## src/rtl/fft_frame_ctrl_if.sv

```systemverilog
`default_nettype none
// ============================================================================
// Module      : fft_frame_ctrl_if
// Description : Sample-in and result-out stream bundle for fft_frame_ctrl.
// Revision    : 1.0 - initial release
// ============================================================================
interface fft_frame_ctrl_if;
    logic [31:0] in_data;
    logic        in_valid;
    logic        in_ready;
    logic [31:0] out_real;
    logic [31:0] out_img;
    logic [2:0]  out_idx;
    logic        out_valid;
    logic        out_ready;
    logic        out_last;

    // Environment side: sample source and result consumer
    modport master (
        output in_data, in_valid, out_ready,
        input  in_ready, out_real, out_img, out_idx, out_valid, out_last
    );

    // Controller side
    modport slave (
        input  in_data, in_valid, out_ready,
        output in_ready, out_real, out_img, out_idx, out_valid, out_last
    );
endinterface
`default_nettype wire

```

## src/rtl/fft_frame_ctrl.sv

```systemverilog
`default_nettype none
// ============================================================================
// Module      : fft_frame_ctrl
// Description : Gathers 8 samples into the FFT inputs, then sweeps the bin
//               select and streams each bin's real/imag result out.
// Revision    : 1.0 - initial release
// ============================================================================
module fft_frame_ctrl #(
    parameter int MUX_LAT    = 1,
    parameter int SETTLE_CYC = 1
) (
    input  wire              clk,
    input  wire              rst,
    fft_frame_ctrl_if.slave  bus,
    output logic [31:0]      fft_x0,
    output logic [31:0]      fft_x1,
    output logic [31:0]      fft_x2,
    output logic [31:0]      fft_x3,
    output logic [31:0]      fft_x4,
    output logic [31:0]      fft_x5,
    output logic [31:0]      fft_x6,
    output logic [31:0]      fft_x7,
    output logic [2:0]       fft_sel,
    input  wire  [31:0]      fft_real,
    input  wire  [31:0]      fft_img,
    output logic             busy,
    output logic             frame_done
);

    typedef enum logic [2:0] {
        S_FILL    = 3'd0,
        S_SETTLE  = 3'd1,
        S_WAIT    = 3'd2,
        S_CAPTURE = 3'd3,
        S_PRESENT = 3'd4
    } state_t;

    localparam logic [7:0] c_SETTLE_END = 8'(SETTLE_CYC - 1);
    localparam logic [7:0] c_WAIT_END   = 8'(MUX_LAT - 1);

    state_t      r_state;
    logic [2:0]  r_wr_cnt;
    logic [2:0]  r_rd_idx;
    logic [2:0]  r_sel;
    logic [7:0]  r_cnt;
    logic [31:0] r_x [8];
    logic [31:0] r_out_real;
    logic [31:0] r_out_img;
    logic [2:0]  r_out_idx;
    logic        r_out_valid;
    logic        r_out_last;
    logic        r_frame_done;

    always_ff @(posedge clk) begin
        if (!rst) begin
            r_state      <= S_FILL;
            r_wr_cnt     <= 3'd0;
            r_rd_idx     <= 3'd0;
            r_sel        <= 3'd0;
            r_cnt        <= 8'd0;
            for (int i = 0; i < 8; i++) begin
                r_x[i] <= 32'd0;
            end
            r_out_real   <= 32'd0;
            r_out_img    <= 32'd0;
            r_out_idx    <= 3'd0;
            r_out_valid  <= 1'b0;
            r_out_last   <= 1'b0;
            r_frame_done <= 1'b0;
        end else begin
            r_frame_done <= 1'b0;
            case (r_state)
                S_FILL: begin
                    if (bus.in_valid) begin
                        r_x[r_wr_cnt] <= bus.in_data;
                        r_wr_cnt      <= r_wr_cnt + 3'd1;
                        if (r_wr_cnt == 3'd7) begin
                            r_rd_idx <= 3'd0;
                            r_sel    <= 3'd0;
                            r_cnt    <= 8'd0;
                            r_state  <= S_SETTLE;
                        end
                    end
                end
                S_SETTLE: begin
                    if (r_cnt == c_SETTLE_END) begin
                        r_cnt   <= 8'd0;
                        r_state <= S_WAIT;
                    end else begin
                        r_cnt <= r_cnt + 8'd1;
                    end
                end
                // Select is already stable here; only wait out the FFT mux latency
                S_WAIT: begin
                    if (r_cnt == c_WAIT_END) begin
                        r_cnt   <= 8'd0;
                        r_state <= S_CAPTURE;
                    end else begin
                        r_cnt <= r_cnt + 8'd1;
                    end
                end
                S_CAPTURE: begin
                    r_out_real  <= fft_real;
                    r_out_img   <= fft_img;
                    r_out_idx   <= r_rd_idx;
                    r_out_valid <= 1'b1;
                    r_out_last  <= (r_rd_idx == 3'd7);
                    r_state     <= S_PRESENT;
                end
                S_PRESENT: begin
                    if (bus.out_ready) begin
                        r_out_valid <= 1'b0;
                        r_out_last  <= 1'b0;
                        if (r_rd_idx == 3'd7) begin
                            r_frame_done <= 1'b1;
                            r_state      <= S_FILL;
                        end else begin
                            r_rd_idx <= r_rd_idx + 3'd1;
                            r_sel    <= r_rd_idx + 3'd1;
                            r_state  <= S_WAIT;
                        end
                    end
                end
                default: r_state <= S_FILL;
            endcase
        end
    end

    assign bus.in_ready  = (r_state == S_FILL);
    assign bus.out_real  = r_out_real;
    assign bus.out_img   = r_out_img;
    assign bus.out_idx   = r_out_idx;
    assign bus.out_valid = r_out_valid;
    assign bus.out_last  = r_out_last;

    assign fft_x0     = r_x[0];
    assign fft_x1     = r_x[1];
    assign fft_x2     = r_x[2];
    assign fft_x3     = r_x[3];
    assign fft_x4     = r_x[4];
    assign fft_x5     = r_x[5];
    assign fft_x6     = r_x[6];
    assign fft_x7     = r_x[7];
    assign fft_sel    = r_sel;
    assign busy       = (r_state != S_FILL);
    assign frame_done = r_frame_done;

endmodule
`default_nettype wire
```

## src/flat_wrapper.sv

```systemverilog
// flat-port wrapper written by rule: the top's interface ports become plain ports
module fft_frame_ctrl_flat 
#(
    parameter int MUX_LAT    = 1,
    parameter int SETTLE_CYC = 1
)
  (clk, rst, fft_x0, fft_x1, fft_x2, fft_x3, fft_x4, fft_x5, fft_x6, fft_x7, fft_sel, fft_real, fft_img, busy, frame_done, bus_in_data, bus_in_valid, bus_out_ready, bus_in_ready, bus_out_real, bus_out_img, bus_out_idx, bus_out_valid, bus_out_last);
  fft_frame_ctrl_if bus_i ();
  input  wire clk;
  input  wire rst;
  output logic [31:0] fft_x0;
  output logic [31:0] fft_x1;
  output logic [31:0] fft_x2;
  output logic [31:0] fft_x3;
  output logic [31:0] fft_x4;
  output logic [31:0] fft_x5;
  output logic [31:0] fft_x6;
  output logic [31:0] fft_x7;
  output logic [2:0] fft_sel;
  input  wire  [31:0] fft_real;
  input  wire  [31:0] fft_img;
  output logic busy;
  output logic frame_done;
  input wire logic [$bits(bus_i.in_data)-1:0] bus_in_data;
  input wire logic [$bits(bus_i.in_valid)-1:0] bus_in_valid;
  input wire logic [$bits(bus_i.out_ready)-1:0] bus_out_ready;
  output wire logic [$bits(bus_i.in_ready)-1:0] bus_in_ready;
  output wire logic [$bits(bus_i.out_real)-1:0] bus_out_real;
  output wire logic [$bits(bus_i.out_img)-1:0] bus_out_img;
  output wire logic [$bits(bus_i.out_idx)-1:0] bus_out_idx;
  output wire logic [$bits(bus_i.out_valid)-1:0] bus_out_valid;
  output wire logic [$bits(bus_i.out_last)-1:0] bus_out_last;
  assign bus_i.in_data = bus_in_data;
  assign bus_i.in_valid = bus_in_valid;
  assign bus_i.out_ready = bus_out_ready;
  assign bus_in_ready = bus_i.in_ready;
  assign bus_out_real = bus_i.out_real;
  assign bus_out_img = bus_i.out_img;
  assign bus_out_idx = bus_i.out_idx;
  assign bus_out_valid = bus_i.out_valid;
  assign bus_out_last = bus_i.out_last;
  fft_frame_ctrl #(.MUX_LAT(MUX_LAT), .SETTLE_CYC(SETTLE_CYC)) u_core (.clk(clk), .rst(rst), .bus(bus_i), .fft_x0(fft_x0), .fft_x1(fft_x1), .fft_x2(fft_x2), .fft_x3(fft_x3), .fft_x4(fft_x4), .fft_x5(fft_x5), .fft_x6(fft_x6), .fft_x7(fft_x7), .fft_sel(fft_sel), .fft_real(fft_real), .fft_img(fft_img), .busy(busy), .frame_done(frame_done));
endmodule
```

## config.mk

```make
export PLATFORM = sky130hd
export DESIGN_NAME = fft_frame_ctrl_flat
export DESIGN_NICKNAME = d
export VERILOG_FILES = /design/src/rtl/fft_frame_ctrl_if.sv /design/src/rtl/fft_frame_ctrl.sv /design/src/flat_wrapper.sv
export SDC_FILE = /design/constraint.sdc
export NUM_CORES = 1
export LEC_CHECK = 0
export ABC_AREA = 1
export CORE_MARGIN = 10
export CORE_UTILIZATION = 31
export CTS_BUF_LIST = sky130_fd_sc_hd__clkbuf_8
export DETAILED_ROUTE_END_ITERATION = 12
export GPL_TIMING_DRIVEN = 0
export PLACE_DENSITY = 0.7
export SYNTH_ARGS = -nofsm -noshare
export SYNTH_HDL_FRONTEND = slang
export SYNTH_SLANG_ARGS = --single-unit
```

## constraint.sdc

```tcl
create_clock -name clk -period 2.6 [get_ports clk]
set_input_delay 0.52 -clock clk [delete_from_list [all_inputs] [get_ports clk]]
set_output_delay 0.52 -clock clk [all_outputs]
set_load 0.01 [all_outputs]
```

Yosys cells after proc, flatten, opt, wreduce, memory -nomap -nowiden --
Memory sizes are Yosys's and may differ from the RTL's. Cells that the tools add are included. Widths: inputs -> output; s select.
Word-level totals: bits in writable memories 256, memories kept 1, logic and storage cells 68, output and inout bits 331, bits in read-only memories 0, bits in latches 0, register bits 87
Memories:
- u_core.r_x | depth 8, width 32, read ports 8, clocked after Yosys merged registers in 0, write ports 8, line fft_frame_ctrl.sv:46 | logic [31:0] r_x [8];
Cells by class: divide/modulo/power cells 0, bitwise logic cells 0, shift operators 0, $add $sub $neg 3, $lt $le $gt $ge 0, muxes and demuxes 28, eq/ne operators 12, multiply operators 0, reduce and logical (&&, ||, !) cells 14
Operator list (number):
- $mux 32 | 1
- $reduce_or 32->1 | 1
- $mux 3 | 10
- $mux 8 | 3
- $pmux 8 s2 | 1
- $pmux 3 s5 | 1
- $reduce_and 5->1 | 2
- $eq 3x3->1 const B | 3
- $add 8x1->8 const B | 1
- $logic_not 8->1 | 1
- $mux 1 | 8
- $add 3x1->3 const B | 2
- $eq 3x2->1 const B | 2
- $ne 2x1->1 const B | 3
- $ne 2x2->1 const B | 3
- $pmux 3 s2 | 1
- $reduce_and 3->1 | 2
- $reduce_bool 2->1 | 3
- $pmux 1 s2 | 2
- $reduce_and 2->1 | 2
- $eq 3x1->1 const B | 1
- $logic_not 3->1 | 1
- $reduce_bool 3->1 | 1
- $mux 2 | 1
- $reduce_or 2->1 | 1

Depth between registers and ports, before layout --
Gate-level depths: netlist of run 1.
depth after elaboration 6, mapped depth 11, mapped depth without buffers 11

Least setup slack after synthesis of run 1 --
No wires, ideal clock.
path kind register -> register, start reg u_core.r_state[0], end mem u_core.r_x[0][0], enable pin, path slack 0.327 ns, period minus slack after synthesis 2.273 ns, required time 2.211 ns, path buffers 1, data arrival time 1.883 ns, cell stages (with the launch flop) 9, library setup time 0.389 ns, path through dfxtp_1 > nor2_2 > nand2_2 > inv_2 > nand2_4 > nor2_8 > nand3_4 > buf_2 > nand2_1
RTL lines:
- start: declaration | line fft_frame_ctrl.sv:41 | state_t r_state;
- start signal: assignment | line fft_frame_ctrl.sv:56 | r_state <= S_FILL;
- start signal: assignment | line fft_frame_ctrl.sv:81 | r_state <= S_SETTLE;
- start signal: assignment | line fft_frame_ctrl.sv:88 | r_state <= S_WAIT;
- end: declaration | line fft_frame_ctrl.sv:46

Worst setup path after layout of run 1 --
start reg u_core.r_state[0], end out bus_in_ready
Between the ends: word-level cells in the longest chain between the ends 1
Ends and longest elaborated chain:
- $logic_not 3->1 | line fft_frame_ctrl.sv:129 | assign bus.in_ready = (r_state == S_FILL);
- end: declaration | line flat_wrapper.sv:27 | output wire logic [$bits(bus_i.in_ready)-1:0] bus_in_ready;
Every way passes these cells.

==> qor.txt, run 1 <==
status - finished clean
Tot Pwr - 14.0 mW
Top delay family on crit path - buffers and inverters
H-tree depth - 2
clock buffer count from CTS - 56
Fill cells - 3526
later-pin clock latency in the skew report - 0.63 ns
M1 GR Usage - 18.8%
routed len/inst - 21.2 um
Mapped Nets - 1144
PortBufs - 430
fin nets - 1635
area share of and/or/nand/nor cells after synthesis - 15.6%
synthesized cell area - 12400 um2
largest family of logic cells by synthesized area - simple AND/OR/NAND/NOR gates
minimum clock period - 2.48 ns
Cells after Synth - 1038
num rows - 73
initial core utilization - 31.2%
postcts setup bufs - 0
Leakage - 7.34 nW
vias in the first global route - 10087
total global-route track usage - 17.6%
# IOs - 431
Setup crit start kind - register
Post-Syn Area per Cell - 11.9 um2
M3 GR Usage - 7.72%
total gr overflow - 0
Core ar. - 39500 um2
hpwl dp - 33.1 mm
Final period util - 95.3%
CTS sink cnt - 343
Worst Hold Class - reg -> reg
commonest non-fill, non-tap cell in the layout - clkdlybuf4s50_1
Clock Skews - 0.0221 ns
CP max stage delay - 0.59 ns
Max-Cap Viols - 0
CP Class - reg -> out
post-synthesis xor/xnor area fraction - 0%
Pwr Density - 753 nW/um2
Synth Area in Compound Gates - 3.79%
Final Hold Viols - 0
worst hold margin - 0.468 ns
flip-flop and latch area - 9430 um2
CTS tree - yes
CP max FO - 4
#FFs+latches synth - 343
final std cells w/o fill - 2098
Routed WL - 44.6 mm
FMAX - 0.403 GHz
root buffer cell - clkbuf_8
clock tree buffer depth - 3
Ys Warns - 0
Post-DRT Antenna Nets - 0
number of antenna violations at the first check in global routing - 4
RSZ-0062 raised after global routing - no
Slew Limit Headroom - 56.7%
area of the multi-input gates - 2520 um2
Post-route DRC - 0
worst slew pin tran - 0.649 ns
via count - 9639
design area - 18500 um2
most frequent cells in the layout - 430 x clkdlybuf4s50_1, 397 x nor2_1, 256 x edfxtp_1
Post-Synth Adder-Cell Area - 0.608%
critical-path cell list - nor2_2, nand2_2, inv_2, clkdlybuf4s50_1
grt peak-use layer - met2
RePlAce Congestion - 0.863
Data arrival, critical path - 1.96 ns
Worst Setup End Kind - primary output
Setup-failing EPs final - 0
DP Area - 17400 um2
pin count of the biggest net entering global routing - 33
mux contribution to synthesized area - 0%
met2 usage - 29.6%
DRT iter0 DRCs - 714
Syn-to-layout area delta - 50.1%
fin. max-slew vios - 0
Initial DRT Pass Iterations - 5
fraction of layout cells with a size suffix above 1 - 8.41%
die area - 48200 um2
post-synthesis sequential area ratio - 76.3%
die width - 220 um
drt via density - 4.59
crit path buf inv count - 2
Worst IR Drop VDD - 0.000493 V
first-pass GRT wire length - 63.0 mm
Reg clk slew, reported paths - 0.06 ns
Worst Path Required - 2.08 ns
placed instance count - 1997
die height - 220 um
Unique masters post-synth - 25
slowest CP cell - clkdlybuf4s50_1
worst paths after layout:
kind	start	end	slack (ns)	depth (start not counted)
min reg2reg	u_core.bus.out_valid$_SDFFE_PN0P_	u_core.bus.out_valid$_SDFFE_PN0P_	0.47	2
max	u_core.r_state[0]$_SDFFE_PN0P_	bus_in_ready	0.12	4
max reg2reg	u_core.r_state[0]$_SDFFE_PN0P_	u_core.r_x[2][8]$_SDFFCE_PN0P_	0.17	9
min	u_core.bus.out_valid$_SDFFE_PN0P_	u_core.bus.out_valid$_SDFFE_PN0P_	0.47	2
logic make-up (layout without fill, tap and decap cells):
| group | Yosys count | in the layout |
|---|---|---|
| AO/OA/AOI/OAI | 93 | 93 |
| buffers and inverters | 111 | 643 |
| flip-flops | 343 | 343 |
| other | 0 | 3 |
| AND/OR/NAND/NOR | 485 | 485 |
| adder cells (fa/ha/maj) | 6 | 6 |
power by group:
part | switching (mW) | internal [mW]
sequential | 0.227 | 6.45
clock | 2.16 | 2.40
combinational | 1.52 | 1.22
total | 3.90 | 10.1
registers in the layout (all words and copies together) (netlist names):
name	count
u_core.r_x	256
u_core.bus.out_img	32
u_core.bus.out_real	32
u_core.r_cnt	8
u_core.bus.out_idx	3
u_core.r_rd_idx	3
u_core.r_state	3
u_core.r_wr_cnt	3
u_core.bus.out_last	1
u_core.bus.out_valid	1
u_core.frame_done	1
routing by layer:
layer  wire length [um]  vias up
li1                   -     4441
met2              20900      544
met3               5460      106
met4               1830        2
met1              16300     4546
met5                  8        -
synth_stat cells:
cell type  instances  area share [%]
a21oi_1           18            0.73
buf_1              2           0.061
buf_2             28             1.1
clkbuf_1          17            0.52
clkbuf_2           1           0.040
dfxtp_1           87              14
edfxtp_1         256              62
ha_1               6            0.61
inv_1             58             1.8
inv_2              5            0.15
nand2_1           52             1.6
nand2_2            4            0.20
nand2_4            1           0.091
nand3_1           16            0.65
nand3_2            2            0.16
nand3_4            1            0.14
nand4_1            4            0.20
nor2_1           397              12
nor2_2             2            0.10
nor2_4             1           0.091
nor2_8             1            0.16
nor3_1             4            0.16
o21ai_0           73             3.0
o21ai_1            1           0.040
o21bai_1           1           0.061
metrics by stage:
step	TNS, ns	util (%)	setup WS, ns
CTS	0	46.8	0.000536
finish	0	46.9	0.121
global route	0	46.9	0.0102
floorplan	0	-	0.327
global placement	-322.73	43.8	-1.41
detailed placement	-175.56	44.1	-0.918
cell type report:
class / count / area share, %
plain buffers: 47 / 1.15
multi-input cells: 584 / 13.6
clock buffers: 66 / 4.90
inverters: 63 / 1.28
clock inverters: 33 / 0.945
well taps: 525 / 3.54
flip-flops and latches: 343 / 50.9
repair buffers: 434 / 23.7
diodes: 3 / 0.0405
worst reg2reg max path, stage by stage, from the launching register on:
cell     delay (ns)
dfxtp_1        0.34
nor2_2         0.16
nand2_2        0.09
inv_2          0.14
nand2_4        0.11
nor2_8         0.14
nand2_2        0.19
buf_2          0.26
nand2_2        0.43
buf_16         0.24
timing repair:
| item | in CTS | in global routing |
|---|---|---|
| hold buffers | 0 | 0 |
| setup endpoints to repair | 163 | 82 |
| gates resized for setup | 1 | 4 |
Power figures use the tool's default switching activity.
==> run 2, diff against run 1 <==
--- a/config.mk
+++ b/config.mk
@@ -6,11 +6,10 @@
 export NUM_CORES = 1
 export LEC_CHECK = 0
 export ABC_AREA = 1
-export CORE_MARGIN = 10
+export CORE_MARGIN = 2
 export CORE_UTILIZATION = 31
 export CTS_BUF_LIST = sky130_fd_sc_hd__clkbuf_8
 export DETAILED_ROUTE_END_ITERATION = 12
-export GPL_TIMING_DRIVEN = 0
 export PLACE_DENSITY = 0.7
 export SYNTH_ARGS = -nofsm -noshare
 export SYNTH_HDL_FRONTEND = slang
==> run 2 against run 1 <==
Against the previous run:
- final cell count shrank 1.0%
- utilization is essentially flat
- clock power grew 7.7%
- design area is essentially flat
- clock skew shrank 0.0087 ns
- fmax grew 0.59%
- count of clock-buffer cells in the layout shrank 4
- worst setup slack gained 0.015 ns
==> qor.txt, run 2 (synthesized netlist as in run 1, its figures left out) <==
hold_buf cts - 0
commonest non-fill, non-tap cell in the layout - clkdlybuf4s50_1
clock buffer count from CTS - 55
drt via density - 4.56
status - finished clean
CP startpoint - u_core.r_state[0]$_SDFFE_PN0P_
root buffer cell - clkbuf_8
CP max stage delay - 0.59 ns
hold_sp - rst
largest reg by FF count - u_core.r_x
Worst Path Required - 2.08 ns
total gr overflow - 0
pin count of the biggest net entering global routing - 76
worst setup margin - 0.136 ns
Routed WL - 37.8 mm
DRT iter0 DRCs - 562
routed len/inst - 18.2 um
Crit. path cell count - 4
Switching Share - 27.1%
fin nets - 1610
hpwl dp - 26.3 mm
initial core utilization - 31.2%
Core ar. - 39500 um2
postcts setup bufs - 0
fraction of layout cells with a size suffix above 1 - 8.72%
PostCTS Resize Cnt - 0
flop2flop setup slack - 0.69 ns
RePlAce Congestion - 0.800
CP max FO - 4
Fin Setup TNS - 0 ns
Clock Skews - 0.0134 ns
minimum clock period - 2.46 ns
later-pin clock latency in the skew report - 0.63 ns
first-pass GRT wire length - 55.6 mm
combinational share of power - 18.6%
Worst Setup End Kind - primary output
slowest CP cell - clkdlybuf4s50_1
Leakage - 7.35 nW
NetSw - 3.86 mW
Pwr Density - 767 nW/um2
Data arrival, critical path - 1.94 ns
Post-DRT Antenna Nets - 0
Max-Cap Viols - 0
DP Area - 17400 um2
number of antenna violations at the first check in global routing - 2
die area - 41500 um2
Slew Limit Headroom - 54.2%
clock tree buffer depth - 3
critical-path cell list - nor2_2, nand2_2, inv_2, clkdlybuf4s50_1
Syn-to-layout area delta - 50.1%
Reg power frac - 46.9%
num rows - 73
Setup-failing EPs final - 0
# IOs - 431
FMAX - 0.406 GHz
clock network power share - 34.5%
Worst Hold Class - in -> reg
crit path buf inv count - 2
Int Power - 10.4 mW
Initial DRT Pass Iterations - 5
die width - 204 um
pre-CTS setup slack - 0.408 ns
worst slew pin tran - 0.686 ns
Worst IR Drop VDD - 0.000455 V
Final period util - 94.8%
Setup crit start kind - register
CP Class - reg -> out
fin. max-slew vios - 0
RR Startpoint - u_core.r_wr_cnt[0]$_SDFFE_PN0P_
Reg clk slew, reported paths - 0.07 ns
total global-route track usage - 17.8%
Post-route DRC - 0
CTS tree - yes
worst r2r path cells - 6
Setup crit end - bus_in_ready
design area - 18500 um2
vias in the first global route - 9497
most frequent cells in the layout - 429 x clkdlybuf4s50_1, 397 x nor2_1, 256 x edfxtp_1
Top delay family on crit path - buffers and inverters
die height - 204 um
Crit Reg-Reg Endpoint - u_core.r_rd_idx[1]$_SDFFE_PN0P_
PortBufs - 430
H-tree depth - 2
via count - 9460
Final Hold Viols - 0
RSZ-0062 raised after global routing - no
CTS sink cnt - 343
number of flip-flops in the largest register - 256
## run 2: changes by cell type in the layout (fill, tap and decap cells not counted), moves of 5 or more
| cell | change |
|---|---|
| clkinv_1 | +9 |
| nand2_2 | +8 |
| clkbuf_1 | -16 |
| buf_2 | -27 |
| clkinv_2 | +6 |
| buf_4 | +23 |
| inv_1 | -11 |
| nand2_4 | -5 |
## run 2: worst reg2reg max path, delay by kind of cell, from the launching register on
kind / cells / cell delay, ns
AO/OA/AOI/OAI: 2 / 0.69
adder cells (fa/ha/maj): 2 / 0.36
flip-flops: 1 / 0.49
AND/OR/NAND/NOR: 2 / 0.30
## run 2: power groups by stage
stage                     logic, mW  registers (mW)  clock network (mW)
after floorplan               0.830            7.01                   0
after global placement         2.62            6.76                   0
after detailed placement       2.65            6.78                   0
after CTS                      2.67            6.67                5.03
after global routing           2.85            6.72                5.24
final                          2.64            6.67                4.91
## run 2: worst min-delay path by stage
| stage | endpoint | slack [ns] | cells after the start |
|---|---|---|---|
| 2_1_floorplan | u_core.r_cnt[7]$_SDFFE_PN0P_ | 0.46 | 2 |
| 3_3_place_gp | u_core.bus.out_valid$_SDFFE_PN0P_ | 0.45 | 2 |
| 3_5_place_dp | u_core.bus.out_valid$_SDFFE_PN0P_ | 0.46 | 2 |
| 4_1_cts | u_core.r_cnt[1]$_SDFFE_PN0P_ | 0.22 | 3 |
| 5_1_grt | u_core.r_cnt[5]$_SDFFE_PN0P_ | 0.25 | 3 |
| 6_report | u_core.r_cnt[1]$_SDFFE_PN0P_ | 0.27 | 3 |
## run 2: per-stage QoR
step	instances	hold slack [ns]	total power, mW	utilization, %
after global placement	1972	0.452	9.38	43.9
after CTS	2074	0.219	14.4	46.9
after floorplan	1038	0.457	7.84	-
after detailed placement	1972	0.456	9.43	43.9
final	2076	0.273	14.2	46.9
after global routing	2074	0.252	14.8	46.9
## run 2: routing by layer
layer  global-route usage [%]  up-vias  share of wire [%]
li1                         -     4380                  -
met1                     21.2     4466                 38
met2                     29.3      529                 47
met3                     6.87       83                 12
met4                     6.26        2                2.8
met5                        0        -              0.034
## run 2: final cells by class
cell class / instances / area (um2)
multi-input combinational: 584 / 2500
fill: 3514 / 21000
sequential: 343 / 9430
inverter: 63 / 236
antenna: 2 / 5.00
tap: 525 / 657
timing repair buffer: 457 / 4550
clock buffer: 62 / 853
clock inverter: 40 / 314
